**config.mk**
```make
export PLATFORM = sky130hd
export DESIGN_NAME = udma_sdio_cmd_seq_flat
export DESIGN_NICKNAME = d
export VERILOG_FILES = /design/src/rtl/udma_sdio_cmd_seq_if.sv /design/src/rtl/udma_sdio_cmd_seq.sv /design/src/flat_wrapper.sv
export SDC_FILE = /design/constraint.sdc
export NUM_CORES = 1
export LEC_CHECK = 0
export CORE_MARGIN = 2
export CORE_UTILIZATION = 50
export DETAILED_ROUTE_END_ITERATION = 8
export GPL_TIMING_DRIVEN = 0
export PLACE_DENSITY = 0.84
export SYNTH_ARGS = -nofsm -noshare
export SYNTH_HDL_FRONTEND = slang
export SYNTH_SLANG_ARGS = --single-unit
```
**constraint.sdc**
```tcl
create_clock -name clk_i -period 5.64 [get_ports clk_i]
set_clock_uncertainty 0.15 [all_clocks]
set_input_delay 1.41 -clock clk_i [delete_from_list [all_inputs] [get_ports clk_i]]
set_output_delay 1.41 -clock clk_i [all_outputs]
set_load 0.1 [all_outputs]
```
**src/rtl/udma_sdio_cmd_seq_if.sv**
```systemverilog
// Config-bus interface between the SD command sequencer (master) and the
// SDIO uDMA register port (slave). The _o/_i suffixes are relative to the
// sequencer.
interface udma_sdio_cmd_seq_if;
  logic [31:0] cfg_data_o;
  logic [4:0]  cfg_addr_o;
  logic        cfg_valid_o;
  logic        cfg_rwn_o;
  logic [31:0] cfg_data_i;
  logic        cfg_ready_i;

  modport master (
    output cfg_data_o,
    output cfg_addr_o,
    output cfg_valid_o,
    output cfg_rwn_o,
    input  cfg_data_i,
    input  cfg_ready_i
  );

  modport slave (
    input  cfg_data_o,
    input  cfg_addr_o,
    input  cfg_valid_o,
    input  cfg_rwn_o,
    output cfg_data_i,
    output cfg_ready_i
  );
endinterface

```
**src/rtl/udma_sdio_cmd_seq.sv**
```systemverilog
// SD command sequencer for the SDIO uDMA 5-bit config bus.
// Programs CMD_OP / CMD_ARG / DATA_SETUP, pulses START, polls STATUS with a
// gap between reads, clears STATUS and optionally fetches the 4 response words.
// Optional poll timeout: define SDIO_CMD_SEQ_TIMEOUT_EN.
module udma_sdio_cmd_seq #(
  parameter int unsigned           POLL_GAP   = 4,
  parameter int unsigned           POLL_CNT_W = 16,
  parameter logic [POLL_CNT_W-1:0] POLL_MAX   = 16'hFFFF
) (
  input  logic         clk_i,
  input  logic         rstn_i,
  input  logic         req_valid_i,
  output logic         req_ready_o,
  input  logic [5:0]   req_cmd_op_i,
  input  logic [2:0]   req_rsp_type_i,
  input  logic [1:0]   req_stopopt_i,
  input  logic [31:0]  req_arg_i,
  input  logic [20:0]  req_data_setup_i,
  output logic         done_valid_o,
  input  logic         done_ready_i,
  output logic [15:0]  done_status_o,
  output logic         done_err_o,
  output logic         done_timeout_o,
  output logic [127:0] done_rsp_o,
  udma_sdio_cmd_seq_if.master cfg
);

  localparam logic [4:0] A_CMD_OP  = 5'h08;
  localparam logic [4:0] A_CMD_ARG = 5'h09;
  localparam logic [4:0] A_SETUP   = 5'h0A;
  localparam logic [4:0] A_START   = 5'h0B;
  localparam logic [4:0] A_RSP0    = 5'h0C;
  localparam logic [4:0] A_STATUS  = 5'h11;

  localparam int unsigned     GAP_W    = (POLL_GAP > 1) ? $clog2(POLL_GAP) : 1;
  localparam logic [GAP_W-1:0] GAP_LAST = GAP_W'(POLL_GAP - 1);

  typedef enum logic [3:0] {
    S_IDLE, S_WR_OP, S_WR_ARG, S_WR_SETUP, S_WR_START,
    S_GAP, S_POLL, S_CLR, S_RD_RSP, S_DONE
  } state_t;

  state_t r_state;
  state_t w_state_next;

  logic [5:0]  r_cmd_op;
  logic [2:0]  r_rsp_type;
  logic [1:0]  r_stopopt;
  logic [31:0] r_arg;
  logic [20:0] r_setup;

  logic [GAP_W-1:0]      r_gap_cnt;
  logic [POLL_CNT_W-1:0] r_poll_cnt;
  logic [1:0]            r_rsp_idx;
  logic [1:0]            w_rsp_idx_next;

  logic [31:0] r_cfg_data;
  logic [4:0]  r_cfg_addr;
  logic        r_cfg_valid;
  logic        r_cfg_rwn;
  logic [31:0] w_cfg_data_next;
  logic [4:0]  w_cfg_addr_next;
  logic        w_cfg_valid_next;
  logic        w_cfg_rwn_next;

  logic [15:0] r_done_status;
  logic        r_done_err;

  logic        w_accept;
  logic        w_xfer;
  logic        w_stat_hit;
  logic        w_timeout_hit;
  logic        w_timed_out;
  logic        w_poll_xfer;
  logic [5:0]  w_op;
  logic [2:0]  w_rsp_type;
  logic [1:0]  w_stopopt;

  assign w_accept    = req_valid_i & (r_state == S_IDLE);
  assign w_xfer      = r_cfg_valid & cfg.cfg_ready_i;
  assign w_stat_hit  = cfg.cfg_data_i[0] | cfg.cfg_data_i[1];
  assign w_poll_xfer = (r_state == S_POLL) & w_xfer;

  // The CMD_OP word is built the same cycle the request is captured.
  assign w_op       = w_accept ? req_cmd_op_i   : r_cmd_op;
  assign w_rsp_type = w_accept ? req_rsp_type_i : r_rsp_type;
  assign w_stopopt  = w_accept ? req_stopopt_i  : r_stopopt;

`ifdef SDIO_CMD_SEQ_TIMEOUT_EN
  logic r_done_timeout;

  assign w_timeout_hit = ~w_stat_hit & (r_poll_cnt == POLL_CNT_W'(POLL_MAX - 1'b1));

  // Timeout flag: cleared on acceptance, set when the poll budget runs out.
  always_ff @(posedge clk_i) begin
    if (!rstn_i) begin
      r_done_timeout <= 1'b0;
    end else if (w_accept) begin
      r_done_timeout <= 1'b0;
    end else if (w_poll_xfer && w_timeout_hit) begin
      r_done_timeout <= 1'b1;
    end
  end

  assign done_timeout_o = r_done_timeout;
`else
  assign w_timeout_hit  = 1'b0;
  assign done_timeout_o = 1'b0;
`endif

  assign w_timed_out = done_timeout_o;

  // State register.
  always_ff @(posedge clk_i) begin
    if (!rstn_i) begin
      r_state <= S_IDLE;
    end else begin
      r_state <= w_state_next;
    end
  end

  // Next-state logic; bus states advance only on an accepted transaction.
  always_comb begin
    w_state_next = r_state;
    unique case (r_state)
      S_IDLE:     if (w_accept) w_state_next = S_WR_OP;
      S_WR_OP:    if (w_xfer) w_state_next = S_WR_ARG;
      S_WR_ARG:   if (w_xfer) w_state_next = S_WR_SETUP;
      S_WR_SETUP: if (w_xfer) w_state_next = S_WR_START;
      S_WR_START: if (w_xfer) w_state_next = (POLL_GAP == 0) ? S_POLL : S_GAP;
      S_GAP:      if (r_gap_cnt == GAP_LAST) w_state_next = S_POLL;
      S_POLL: begin
        if (w_xfer) begin
          if (w_stat_hit || w_timeout_hit) w_state_next = S_CLR;
          else                             w_state_next = (POLL_GAP == 0) ? S_POLL : S_GAP;
        end
      end
      S_CLR: begin
        if (w_xfer) begin
          if ((r_rsp_type != 3'd0) && !r_done_err && !w_timed_out) w_state_next = S_RD_RSP;
          else                                                     w_state_next = S_DONE;
        end
      end
      S_RD_RSP:   if (w_xfer && (r_rsp_idx == 2'd3)) w_state_next = S_DONE;
      S_DONE:     if (done_ready_i) w_state_next = S_IDLE;
      default:    w_state_next = S_IDLE;
    endcase
  end

  // Output logic: cfg bus values for the state being entered, registered below.
  always_comb begin
    w_rsp_idx_next   = r_rsp_idx;
    w_cfg_valid_next = 1'b0;
    w_cfg_addr_next  = 5'h00;
    w_cfg_data_next  = 32'h0;
    w_cfg_rwn_next   = 1'b0;
    if (r_state == S_CLR) begin
      w_rsp_idx_next = 2'd0;
    end else if ((r_state == S_RD_RSP) && w_xfer) begin
      w_rsp_idx_next = r_rsp_idx + 2'd1;
    end
    unique case (w_state_next)
      S_WR_OP: begin
        w_cfg_valid_next = 1'b1;
        w_cfg_addr_next  = A_CMD_OP;
        w_cfg_data_next  = {14'b0, w_stopopt, 2'b0, w_op, 5'b0, w_rsp_type};
      end
      S_WR_ARG: begin
        w_cfg_valid_next = 1'b1;
        w_cfg_addr_next  = A_CMD_ARG;
        w_cfg_data_next  = r_arg;
      end
      S_WR_SETUP: begin
        w_cfg_valid_next = 1'b1;
        w_cfg_addr_next  = A_SETUP;
        w_cfg_data_next  = {6'b0, r_setup[20:11], r_setup[10:3], 5'b0, r_setup[2:0]};
      end
      S_WR_START: begin
        w_cfg_valid_next = 1'b1;
        w_cfg_addr_next  = A_START;
        w_cfg_data_next  = 32'h1;
      end
      S_POLL: begin
        w_cfg_valid_next = 1'b1;
        w_cfg_addr_next  = A_STATUS;
        w_cfg_rwn_next   = 1'b1;
      end
      S_CLR: begin
        w_cfg_valid_next = 1'b1;
        w_cfg_addr_next  = A_STATUS;
        w_cfg_data_next  = 32'h3;
      end
      S_RD_RSP: begin
        w_cfg_valid_next = 1'b1;
        w_cfg_addr_next  = A_RSP0 + {3'b0, w_rsp_idx_next};
        w_cfg_rwn_next   = 1'b1;
      end
      default: begin
        w_cfg_valid_next = 1'b0;
      end
    endcase
  end

  // Registered cfg bus outputs and response word index.
  always_ff @(posedge clk_i) begin
    if (!rstn_i) begin
      r_cfg_valid <= 1'b0;
      r_cfg_addr  <= 5'h00;
      r_cfg_data  <= 32'h0;
      r_cfg_rwn   <= 1'b0;
      r_rsp_idx   <= 2'd0;
    end else begin
      r_cfg_valid <= w_cfg_valid_next;
      r_cfg_addr  <= w_cfg_addr_next;
      r_cfg_data  <= w_cfg_data_next;
      r_cfg_rwn   <= w_cfg_rwn_next;
      r_rsp_idx   <= w_rsp_idx_next;
    end
  end

  // Request capture, gap/poll counters and STATUS capture.
  always_ff @(posedge clk_i) begin
    if (!rstn_i) begin
      r_cmd_op      <= 6'd0;
      r_rsp_type    <= 3'd0;
      r_stopopt     <= 2'd0;
      r_arg         <= 32'h0;
      r_setup       <= 21'h0;
      r_gap_cnt     <= '0;
      r_poll_cnt    <= '0;
      r_done_status <= 16'h0;
      r_done_err    <= 1'b0;
    end else begin
      r_gap_cnt <= (r_state == S_GAP) ? r_gap_cnt + 1'b1 : '0;
      if (w_accept) begin
        r_cmd_op      <= req_cmd_op_i;
        r_rsp_type    <= req_rsp_type_i;
        r_stopopt     <= req_stopopt_i;
        r_arg         <= req_arg_i;
        r_setup       <= req_data_setup_i;
        r_poll_cnt    <= '0;
        r_done_status <= 16'h0;
        r_done_err    <= 1'b0;
      end else if (w_poll_xfer) begin
        if (w_stat_hit) begin
          r_done_status <= cfg.cfg_data_i[31:16];
          r_done_err    <= cfg.cfg_data_i[1];
        end else if (w_timeout_hit) begin
          r_done_status <= 16'h0;
        end else if (r_poll_cnt != '1) begin
          r_poll_cnt <= r_poll_cnt + 1'b1;
        end
      end
    end
  end

  genvar gi;
  generate
    for (gi = 0; gi < 4; gi++) begin : g_rsp
      logic [31:0] r_rsp_word;

      // Response word gi: cleared on acceptance, loaded by its RD_RSP read.
      always_ff @(posedge clk_i) begin
        if (!rstn_i) begin
          r_rsp_word <= 32'h0;
        end else if (w_accept) begin
          r_rsp_word <= 32'h0;
        end else if ((r_state == S_RD_RSP) && w_xfer && (r_rsp_idx == 2'(gi))) begin
          r_rsp_word <= cfg.cfg_data_i;
        end
      end

      assign done_rsp_o[32*gi +: 32] = r_rsp_word;
    end
  endgenerate

  assign req_ready_o     = (r_state == S_IDLE);
  assign done_valid_o    = (r_state == S_DONE);
  assign done_status_o   = r_done_status;
  assign done_err_o      = r_done_err;
  assign cfg.cfg_valid_o = r_cfg_valid;
  assign cfg.cfg_addr_o  = r_cfg_addr;
  assign cfg.cfg_data_o  = r_cfg_data;
  assign cfg.cfg_rwn_o   = r_cfg_rwn;

endmodule
```
**src/flat_wrapper.sv**
```systemverilog
// flat-port wrapper written by rule: the top's interface ports become plain ports
module udma_sdio_cmd_seq_flat 
#(
  parameter int unsigned           POLL_GAP   = 4,
  parameter int unsigned           POLL_CNT_W = 16,
  parameter logic [POLL_CNT_W-1:0] POLL_MAX   = 16'hFFFF
)
  (clk_i, rstn_i, req_valid_i, req_ready_o, req_cmd_op_i, req_rsp_type_i, req_stopopt_i, req_arg_i, req_data_setup_i, done_valid_o, done_ready_i, done_status_o, done_err_o, done_timeout_o, done_rsp_o, cfg_cfg_data_o, cfg_cfg_addr_o, cfg_cfg_valid_o, cfg_cfg_rwn_o, cfg_cfg_data_i, cfg_cfg_ready_i);
  udma_sdio_cmd_seq_if cfg_i ();
  input  logic clk_i;
  input  logic rstn_i;
  input  logic req_valid_i;
  output logic req_ready_o;
  input  logic [5:0] req_cmd_op_i;
  input  logic [2:0] req_rsp_type_i;
  input  logic [1:0] req_stopopt_i;
  input  logic [31:0] req_arg_i;
  input  logic [20:0] req_data_setup_i;
  output logic done_valid_o;
  input  logic done_ready_i;
  output logic [15:0] done_status_o;
  output logic done_err_o;
  output logic done_timeout_o;
  output logic [127:0] done_rsp_o;
  output wire logic [$bits(cfg_i.cfg_data_o)-1:0] cfg_cfg_data_o;
  output wire logic [$bits(cfg_i.cfg_addr_o)-1:0] cfg_cfg_addr_o;
  output wire logic [$bits(cfg_i.cfg_valid_o)-1:0] cfg_cfg_valid_o;
  output wire logic [$bits(cfg_i.cfg_rwn_o)-1:0] cfg_cfg_rwn_o;
  input wire logic [$bits(cfg_i.cfg_data_i)-1:0] cfg_cfg_data_i;
  input wire logic [$bits(cfg_i.cfg_ready_i)-1:0] cfg_cfg_ready_i;
  assign cfg_cfg_data_o = cfg_i.cfg_data_o;
  assign cfg_cfg_addr_o = cfg_i.cfg_addr_o;
  assign cfg_cfg_valid_o = cfg_i.cfg_valid_o;
  assign cfg_cfg_rwn_o = cfg_i.cfg_rwn_o;
  assign cfg_i.cfg_data_i = cfg_cfg_data_i;
  assign cfg_i.cfg_ready_i = cfg_cfg_ready_i;
  udma_sdio_cmd_seq #(.POLL_GAP(POLL_GAP), .POLL_CNT_W(POLL_CNT_W), .POLL_MAX(POLL_MAX)) u_core (.clk_i(clk_i), .rstn_i(rstn_i), .req_valid_i(req_valid_i), .req_ready_o(req_ready_o), .req_cmd_op_i(req_cmd_op_i), .req_rsp_type_i(req_rsp_type_i), .req_stopopt_i(req_stopopt_i), .req_arg_i(req_arg_i), .req_data_setup_i(req_data_setup_i), .done_valid_o(done_valid_o), .done_ready_i(done_ready_i), .done_status_o(done_status_o), .done_err_o(done_err_o), .done_timeout_o(done_timeout_o), .done_rsp_o(done_rsp_o), .cfg(cfg_i));
endmodule
```
==> results.cfg <==
[cts]
hold_buffers = 0
numCtsBuffers = 25
clk_pin_slew_ns = 0.06
clockBufferDepth = 3
clk_latency_ns = 0.52
htreeDepth = 1
cts_sinks = 256
cts_tree = built
cts_repair_resize_count = 0
post-cts-setup-buffer-count = 0
root_buffer = clkbuf_16

[sta]
fin_crit_sh_pct = 75.8
worstMarginPinSlew_ns = 1.07
hold_viol_final = 0
setup-violations-final = 0
finalCriticalPeriod_ns = 4.28
rsz0062_at_grt = no
slew_headroom_pct = 28.5
fmax_ghz = 0.234
slew_viol_final = 0
tns_ns = 0

[floorplan]
core_area_um2 = 18600
start_util_pct = 50.9
rows = 50
die-area_um2 = 20100
die_w_um = 142
die_h_um = 142
ioPinCount = 288

[grt]
met1_usage_pct = 34.5
antenna_found_initial = 0
met2_usage_pct = 49.5
gr-total-overflow = 0
grt_pass1_vias = 8940
grt_usage_pct = 28.5
busiest_layer = met2
met3_usage_pct = 4.96
grt_pass1_wl_um = 45900
grt_max_degree = 14

[power_and_ir_drop]
power.switching_mw = 0.985
intPower_mw = 2.95
power_frac_seq_pct = 47.7
leakage_nw = 4.57
worst_ir_drop_vdd_v = 0.000208
sw_frac_of_total_pct = 25.1
clkPwrFrac_pct = 41.1
p_per_area_nw_per_um2 = 293
p_comb_share_pct = 11.2

[critical_path]
arrival_ns = 2.72
cp_slowest_stage_delay_ns = 1.16
path_buf_inv = 2
worstSetupPathType = reg2out
slowest_stage = clkdlybuf4s50_1
critPathCaptureType = output pin
path_cells = buf_4 > and2b_1 > and2_1 > clkdlybuf4s50_1
required_ns = 4.08
cp_top_family = buffers and inverters
startpoint_type = register
crit_fanout = 10

[placed_design]
dp_hpwl_um = 21900
gp_congestion = 0.884
placed_area_um2 = 12600
port_buffers = 286

[logic_synthesis]
synth-edff-count = 0
seq_area_frac_synth_pct = 54.0
ys_types = 58
post_synth.cell_area_avg_um2 = 8.40
synthArstFlopShare_pct = 0
syn_area_um2 = 9490
syn_nets = 1236
synthCells = 1130
yosys_warnings = 0
ys_ff_latch = 256
synthFlopType = dfxtp_1

[layout]
n_antenna_cell = 0
layout.nets = 1549
drive_gt1_share_pct = 6.23
layout-area-overhead-vs-synth_pct = 41.5
final_cell_area_um2 = 13400

[route]
drc = 0
drt-pass1-iter-count = 7
routed_wl_um = 29900
viasPerCell = 5.50
vias = 9324
drt_iter0_markers = 698
routedWlPerCell_um = 17.7
ant_nets = 0

[run_status]
status = complete, no violations

[flow_run]
max_cap_violations = 0

[min_path]
min_path_type = reg2reg
worst reg2reg max path, stage by stage (launching register included):
cell and delay [ns]:
dfxtp_1 0.36, nor4_1 0.47, nand2_1 0.18, nand2_1 0.38, clkbuf_1 0.44, clkbuf_1 0.52, a21oi_1 0.09
metrics by stage:
stage | hold slack [ns] | utilization [%] | setup WS (ns) | instances | power (mW)
2_1_floorplan | 0.249 | - | 0.645 | 1130 | 2.17
3_3_place_gp | 0.259 | 67.8 | 1.54 | 1650 | 2.34
3_5_place_dp | 0.263 | 67.8 | 1.54 | 1650 | 2.35
4_1_cts | 0.274 | 72.0 | 1.38 | 1694 | 3.93
5_1_grt | 0.306 | 72.0 | 1.30 | 1694 | 4.04
6_report | 0.267 | 72.0 | 1.36 | 1694 | 3.93
routing by layer:
layer / wire length, um / share of wire [%]
met1: 11800 / 39
met2: 14500 / 48
met4: 1350 / 4.5
met5: 0 / 0
met3: 2370 / 7.9
cell type report:
type	instances	area, um2
inverters	6	22.5
flip-flops and latches	256	5120
fillers	1400	5210
repair buffers	286	2860
multi-input cells	780	3940
clock inverters	2	35.0
well taps	234	293
clock buffers	42	749
plain buffers	88	402
cells by family after synthesis:
logic type	Yosys count	share of synthesized area, %
AND/OR/NAND/NOR	503	22.5
flip-flops	256	54.0
AO/OA/AOI/OAI	249	16.1
buffers and inverters	94	4.47
multiplexers	17	1.79
adder cells (fa/ha/maj)	6	0.765
XOR/XNOR	4	0.369
other	1	0.0395
worst paths after layout:
check,from,endpoint,slack (ns),depth (start not counted)
max,u_core.r_state[0]$_SDFF_PN0_,done_valid_o,1.36,4
min,u_core.r_gap_cnt[0]$_SDFF_PN0_,u_core.r_gap_cnt[0]$_SDFF_PN0_,0.27,1
max reg2reg,u_core.r_state[1]$_SDFF_PN0_,u_core.g_rsp[3].r_rsp_word[2]$_SDFFE_PP0P_,2.90,6
min reg2reg,u_core.r_gap_cnt[0]$_SDFF_PN0_,u_core.r_gap_cnt[0]$_SDFF_PN0_,0.27,1
layout by cell type (no fill, tap or decap), drive strengths merged, types with 3 or more instances in the layout:
cell type | netlist | final
a211oi | 11 | 11
a21oi | 194 | 194
a222oi | 10 | 10
a31oi | 3 | 3
a32oi | 14 | 14
and2 | 7 | 7
and3 | 15 | 15
buf | 29 | 29
clkbuf | 59 | 101
clkdlybuf4s50 | 0 | 286
dfxtp | 256 | 256
ha | 5 | 5
inv | 6 | 6
mux2i | 17 | 17
nand2 | 398 | 398
nand3 | 18 | 18
nand4 | 4 | 4
nor2 | 33 | 33
nor2b | 3 | 3
nor3 | 13 | 13
nor3b | 3 | 3
o21ai | 5 | 5
synthesized netlist by cell type, drive strengths merged, types with 11 or more instances:
library cell	instances	share of area (%)
a21oi	194	10
a211oi	11	1.4
a32oi	14	1.4
nor2	33	1.3
clkbuf	59	2.3
and3	15	0.99
nor3	13	1.3
nand3	18	0.95
buf	29	1.9
mux2i	17	1.8
dfxtp	256	54
nand2	398	16
sequential cells by signal, summed over array words and instances, names as in the netlist:
register / count
u_core.cfg.cfg_valid_o: 1
u_core.r_stopopt: 2
u_core.done_status_o: 16
u_core.r_rsp_idx: 2
u_core.r_rsp_type: 3
u_core.r_gap_cnt: 2
u_core.r_state: 4
u_core.r_arg: 32
u_core.cfg.cfg_rwn_o: 1
u_core.cfg.cfg_addr_o: 5
u_core.g_rsp.r_rsp_word: 128
u_core.r_cmd_op: 6
u_core.done_err_o: 1
u_core.r_setup: 21
u_core.cfg.cfg_data_o: 32
power by group through the flow:
stage / combinational, mW / sequential [mW] / clock [mW]
floorplan: 0.205 / 1.96 / 0
global placement: 0.430 / 1.91 / 0
detailed placement: 0.433 / 1.91 / 0
CTS: 0.436 / 1.87 / 1.62
global route: 0.469 / 1.88 / 1.70
finish: 0.441 / 1.88 / 1.61
Note: power is estimated with default switching activity, not from simulation.
